$ cat src/rtl/div_arbiter_pkg.sv
// Shared definitions for the divider sequencer/arbiter: FSM encoding,
// divider latency and default widths.
package div_arbiter_pkg;

  typedef enum logic [1:0] {
    ST_IDLE = 2'd0,
    ST_RUN  = 2'd1,
    ST_RESP = 2'd2
  } state_e;

  // RUN cycles from accept to the cycle after dv_complete
  localparam int DIV_LATENCY = 34;
  localparam int TAG_W_DEF   = 4;
  localparam int DATA_W      = 32;

  function automatic logic idx_of(input logic [1:0] onehot);
    return onehot[1];
  endfunction

endpackage

$ cat src/rtl/div_rr_arb2.sv
// Two-way round-robin arbiter; the pointer only moves when both requesters
// contend, so a lone requester never steals the other's next turn.
module div_rr_arb2 (
  input  logic       i_clk,
  input  logic       i_rst,
  input  logic [1:0] i_req,
  input  logic       i_advance,
  output logic [1:0] o_grant
);

  logic r_ptr;

  always_comb begin
    o_grant = i_req;
    if (&i_req) begin
      o_grant = r_ptr ? 2'b10 : 2'b01;
    end
  end

  always_ff @(posedge i_clk) begin
    if (i_rst) begin
      r_ptr <= 1'b0;
    end else if (i_advance) begin
      r_ptr <= o_grant[0];
    end
  end

endmodule

$ cat src/rtl/div_arbiter.sv
// Sequencer and round-robin arbiter in front of the shared 34-cycle
// iterative divider, with per-requester flush.
module div_arbiter
  import div_arbiter_pkg::*;
#(
  parameter int TAG_W = TAG_W_DEF,
  parameter int N_REQ = 2
) (
  input  logic              div_clk,
  input  logic              reset,
  input  logic              req0_valid,
  output logic              req0_ready,
  input  logic              req0_signed,
  input  logic [DATA_W-1:0] req0_x,
  input  logic [DATA_W-1:0] req0_y,
  input  logic [TAG_W-1:0]  req0_tag,
  input  logic              req1_valid,
  output logic              req1_ready,
  input  logic              req1_signed,
  input  logic [DATA_W-1:0] req1_x,
  input  logic [DATA_W-1:0] req1_y,
  input  logic [TAG_W-1:0]  req1_tag,
  input  logic              flush0,
  input  logic              flush1,
  output logic              resp_valid,
  input  logic              resp_ready,
  output logic              resp_id,
  output logic [TAG_W-1:0]  resp_tag,
  output logic [DATA_W-1:0] resp_q,
  output logic [DATA_W-1:0] resp_r,
  output logic              resp_dz,
  output logic              dv_go,
  output logic              dv_valid,
  output logic              dv_signed,
  output logic [DATA_W-1:0] dv_x,
  output logic [DATA_W-1:0] dv_y,
  input  logic [DATA_W-1:0] dv_s,
  input  logic [DATA_W-1:0] dv_r,
  input  logic              dv_complete,
  output logic              busy
);

  state_e             r_state;
  state_e             w_state_nxt;
  logic [N_REQ-1:0]   w_elig;
  logic [1:0]         w_grant;
  logic               w_accept;
  logic               w_advance;
  logic               w_capture;
  logic               w_flush_own;
  logic               w_sel;
  logic [DATA_W-1:0]  w_sel_y;

  logic               r_owner;
  logic               r_signed;
  logic               r_dz;
  logic [DATA_W-1:0]  r_x;
  logic [DATA_W-1:0]  r_y;
  logic [DATA_W-1:0]  r_q;
  logic [DATA_W-1:0]  r_r;
  logic [TAG_W-1:0]   r_tag;
  logic [5:0]         r_run_cnt;

  // A requester being flushed is not eligible even in IDLE
  assign w_elig      = {req1_valid & ~flush1, req0_valid & ~flush0};
  assign w_advance   = w_accept & (&w_elig);
  assign w_flush_own = r_owner ? flush1 : flush0;
  assign w_sel       = idx_of(w_grant);
  assign w_sel_y     = w_sel ? req1_y : req0_y;

  div_rr_arb2 u_arb (
    .i_clk     (div_clk),
    .i_rst     (reset),
    .i_req     (w_elig),
    .i_advance (w_advance),
    .o_grant   (w_grant)
  );

  always_comb begin
    w_state_nxt = r_state;
    w_accept    = 1'b0;
    w_capture   = 1'b0;
    req0_ready  = 1'b0;
    req1_ready  = 1'b0;
    dv_go       = 1'b0;
    dv_valid    = 1'b0;
    resp_valid  = 1'b0;
    busy        = 1'b1;
    case (r_state)
      ST_IDLE: begin
        busy       = 1'b0;
        req0_ready = w_grant[0];
        req1_ready = w_grant[1];
        w_accept   = |w_grant;
        if (w_accept) w_state_nxt = ST_RUN;
      end
      ST_RUN: begin
        dv_go    = 1'b1;
        dv_valid = 1'b1;
        // flush beats a coincident completion
        if (w_flush_own) begin
          w_state_nxt = ST_IDLE;
        end else if (dv_complete) begin
          w_capture   = 1'b1;
          w_state_nxt = ST_RESP;
        end
      end
      ST_RESP: begin
        resp_valid = 1'b1;
        if (w_flush_own || resp_ready) w_state_nxt = ST_IDLE;
      end
      default: begin
        busy        = 1'b0;
        w_state_nxt = ST_IDLE;
      end
    endcase
  end

  always_ff @(posedge div_clk) begin
    if (reset) begin
      r_state   <= ST_IDLE;
      r_owner   <= 1'b0;
      r_signed  <= 1'b0;
      r_dz      <= 1'b0;
      r_x       <= '0;
      r_y       <= '0;
      r_q       <= '0;
      r_r       <= '0;
      r_tag     <= '0;
      r_run_cnt <= '0;
    end else begin
      r_state <= w_state_nxt;
      if (w_accept) begin
        r_owner  <= w_sel;
        r_signed <= w_sel ? req1_signed : req0_signed;
        r_x      <= w_sel ? req1_x : req0_x;
        r_y      <= w_sel_y;
        r_tag    <= w_sel ? req1_tag : req0_tag;
        r_dz     <= (w_sel_y == '0);
      end
      if (w_capture) begin
        r_q <= dv_s;
        r_r <= dv_r;
      end
      r_run_cnt <= (r_state == ST_RUN) ? r_run_cnt + 6'd1 : 6'd0;
    end
  end

  assign dv_signed = r_signed;
  assign dv_x      = r_x;
  assign dv_y      = r_y;
  assign resp_id   = r_owner;
  assign resp_tag  = r_tag;
  assign resp_q    = r_q;
  assign resp_r    = r_r;
  assign resp_dz   = r_dz;

  // The divider must finish within its fixed latency once started
  a_run_bounded: assert property (@(posedge div_clk) disable iff (reset)
    (r_state == ST_RUN) |-> (r_run_cnt < 6'(DIV_LATENCY)));

endmodule

$ cat config.mk
export PLATFORM = sky130hd
export DESIGN_NAME = div_arbiter
export DESIGN_NICKNAME = d
export VERILOG_FILES = /design/src/rtl/div_arbiter_pkg.sv /design/src/rtl/div_rr_arb2.sv /design/src/rtl/div_arbiter.sv
export SDC_FILE = /design/constraint.sdc
export NUM_CORES = 1
export LEC_CHECK = 0
export ABC_AREA = 1
export BUFFER_PORTS_ARGS = -buffer_cell sky130_fd_sc_hd__buf_2
export CORE_AREA = 10 10 129 131
export CTS_BUF_LIST = sky130_fd_sc_hd__clkbuf_8
export CTS_CLUSTER_DIAMETER = 120
export DETAILED_ROUTE_END_ITERATION = 6
export DIE_AREA = 0 0 139 141
export PLACE_DENSITY_LB_ADDON = 0.2
export SLEW_MARGIN = 10
export SYNTH_ARGS = -nofsm -noshare
export SYNTH_HDL_FRONTEND = slang
export SYNTH_HIERARCHICAL = 1
export SYNTH_SLANG_ARGS = --single-unit
$ cat constraint.sdc
create_clock -name div_clk -period 1.8 [get_ports div_clk]
set_clock_uncertainty 0.1 [all_clocks]
set_input_delay 0 -clock div_clk [delete_from_list [all_inputs] [get_ports div_clk]]
set_output_delay 0 -clock div_clk [all_outputs]
set_load 0.02 [all_outputs]
==> results.py <==
metrics = {
    "clock_network": {
        "h-tree-depth": 4,
        "path_clk_slew_ns": 0.07,
        "clock_sinks": 138,
        "cts_root_buffer": "clkbuf_8",
        "clock_latency_ns": 0.44,
        "numCtsBuffers": 17,
        "clockBufferDepth": 2,
        "tritoncts": "done",
    },
    "logic_synthesis": {
        "synth-simple-area-share": 0.245,
        "ys_ff_latch": 138,
        "syn_area_per_cell_sq_um": 7.33,
        "synthAdderAreaFrac": 0.00638,
        "synthTopCellsByArea": "dfxtp_1 (47%), nand2_1 (16%), a21oi_1 (6.5%)",
        "synthXorXnorAreaFrac": 0,
        "synth-seq-area-share": 0.470,
        "yosys.area.top_type_share": 0.470,
        "synth_top_family_by_area": "simple AND/OR/NAND/NOR gates",
        "synthDistinctLibCells": 21,
        "synthMuxAreaShare": 0,
        "syn_nets": 1015,
        "yosys.area.top_type": "dfxtp_1",
        "netlist_area_sq_um": 5880,
        "synth_cells": 802,
        "synth-compound-area-share": 0.189,
        "yosys_warnings": 6,
    },
    "power_and_ir_drop": {
        "p_leak_nw": 5.11,
        "p_per_area_nw_per_um2": 1030,
        "peakVddDrop_mv": 0.642,
    },
    "timing": {
        "hold_ws_ns": 0.0543,
        "setup_viol": 1,
        "hold_viol": 0,
        "setup_ws_ns": -0.108,
        "finalCritPeriodShare": 1.06,
        "worstMarginPinSlew_ns": 0.565,
        "slew-limit-headroom": 0.624,
        "max_freq_mhz": 524,
        "min_period_ns": 1.91,
        "grt_setup_unrepaired": "yes",
        "slew_violations": 0,
    },
    "layout": {
        "syn2layout_area_growth_pct": 80.4,
        "post-route-util": 0.747,
        "fin_nets": 1565,
        "stdcell_count": 1553,
        "drive_gt1_frac": 0.338,
    },
    "setup_path": {
        "critPathTopFamily": "simple AND/OR/NAND/NOR gates",
        "crit_fanout": 8,
        "cpPeakStageDelay_ns": 0.34,
        "path_buf_inv": 4,
        "cp.arrival_ns": 2.18,
        "required_ns": 2.07,
        "end_kind": "flip-flop",
        "path_cells": "inv_2 > a21boi_4 > buf_6 > buf_12 > buf_4 > nand2_1 > nand2_1 > nor2_2 > nand3_1 > nor2_2 > nand3_1 > a21oi_1",
        "cp_slowest_cell": "dfxtp_2",
        "setup.worst_path.class": "reg -> reg",
        "start_kind": "flip-flop",
    },
    "placement": {
        "port_buffers": 350,
        "dp_cells": 1300,
        "gp_congestion": 0.851,
        "hpwl_um": 16700,
    },
    "route": {
        "routed-via-count": 8029,
        "firstDrtPassIters": 5,
        "viasPerCell": 5.17,
        "routed_wl_um": 28900,
        "drt-wirelength-per-cell_um": 18.6,
        "drt_iter0_drc": 559,
        "drtAntennaViolNets": 0,
        "drc_errors": 0,
    },
    "status": {
        "status": "complete, but fails checks",
        "violations": "negative setup slack",
    },
    "grt": {
        "use_met1": 0.279,
        "grt_max_degree": 103,
        "grt_pass1_vias": 8099,
        "overflow": 0,
        "antenna_found_initial": 4,
        "grt_util_met2": 0.458,
        "grt_pass1_wl_um": 42900,
        "top_usage_layer": "met2",
        "met3_usage": 0.0894,
        "grtUsageTotal": 0.266,
    },
    "die": {
        "die_area_sq_um": 19600,
        "num_rows": 44,
        "die_w_um": 139,
        "fp.coreArea_sq_um": 14200,
        "initial_utilization": 0.414,
        "die_h_um": 141,
        "io_pins": 351,
    },
    "run": {
        "drv_cap": 0,
    },
    "worst_hold_path": {
        "hp-class": "in -> reg",
    },
}
routing by layer:
| layer | part of all wire | vias to the layer above | routed length (um) |
|---|---|---|---|
| li1 | - | 3790 | - |
| met1 | 0.36 | 3630 | 10500 |
| met2 | 0.49 | 479 | 14200 |
| met3 | 0.089 | 130 | 2580 |
| met4 | 0.058 | 0 | 1660 |
| met5 | 0 | - | 0 |
worst register-to-register path, stage by stage (launching register included):
cell and delay [ns]:
dfxtp_2 0.34, inv_2 0.07, a21boi_4 0.08, buf_6 0.14, buf_12 0.13, buf_4 0.16, nand2_1 0.09, nand2_1 0.08
nor2_2 0.20, nand3_1 0.13, nor2_2 0.12, nand3_1 0.07, a21oi_1 0.13
logic make-up after synthesis:
family	count (synthesis)
buf+inv	98
compound gates	207
fa+ha+maj	3
simple gates	356
flops	138
through the flow:
step | worst slack (ns) | setup TNS, ns | instance area (sq um) | total power [mW]
3_5_place_dp | 0.0339 | 0 | 7800 | 7.26
3_3_place_gp | 0.0658 | 0 | 7800 | 7.24
2_1_floorplan | 0.167 | 0 | 5880 | 6.06
5_1_grt | -0.207 | -0.260 | 10600 | 11.5
4_1_cts | 0.00992 | 0 | 10300 | 10.6
6_report | -0.108 | -0.108 | 10600 | 11.0
repair_timing:
| action | CTS | global route |
|---|---|---|
| setup endpoints to repair | 0 | 55 |
| endpoints found under the hold margin | 138 | 0 |
| gates resized for setup | 0 | 44 |
| hold buffers | 208 | 0 |
| buffers inserted | 0 | 6 |
cells in the final DEF (no fill, tap or decap), drive strengths merged:
master	instances
nor2	30
clkinv	7
inv	32
a31oi	59
bufinv	5
or2	1
dfxtp	138
a21boi	1
ha	3
clkbuf	23
o21ai	71
a21oi	76
nand3	68
buf	387
diode	4
nand2	257
dlygate4sd3	207
cells in the mapped netlist:
cell,number
buf_6,10
a31oi_1,59
buf_2,23
a21boi_0,1
a21oi_1,76
nand2_2,3
nor2_2,2
inv_2,3
clkbuf_1,20
nand3_1,68
o21ai_1,63
inv_6,1
or2_2,1
o21ai_0,8
nor2_1,27
buf_4,13
inv_1,28
dfxtp_1,138
nor2_4,1
ha_1,3
nand2_1,254
final cells by class:
type	count	area [sq um]
sequential	138	2760
inverter	32	130
clock inverter	12	195
timing repair buffer	597	4320
clock buffer	20	275
tap	184	230
fill	953	3590
antenna	4	10.0
multi-input combinational	566	2690
power by group:
group	switching (mW)	internal, mW	leakage [nW]	total (mW)
Combinational	2.47	1.59	3.73	4.06
Clock	1.22	1.76	0.244	2.98
Sequential	0.325	3.62	1.13	3.94
Total	4.02	6.96	5.11	11.0
state kept, by name, indices dropped and copies added (netlist names):
name and cells:
dv_signed 1, dv_x 32, dv_y 32, r_state 2, resp_dz 1, resp_id 1, resp_q 32, resp_r 32
resp_tag 4, u_arb/r_ptr 1
path summary, 6_finish.rpt:
kind	depth (start not counted)	to	slack (ns)	from
setup / recovery	12	resp_dz	-0.11	u_arb/r_ptr
hold / removal	8	resp_id	0.05	flush1
setup reg to reg	12	resp_dz	-0.11	u_arb/r_ptr
hold reg to reg	2	resp_q[18]	0.36	resp_q[18]
Power figures use the tool's default switching activity.
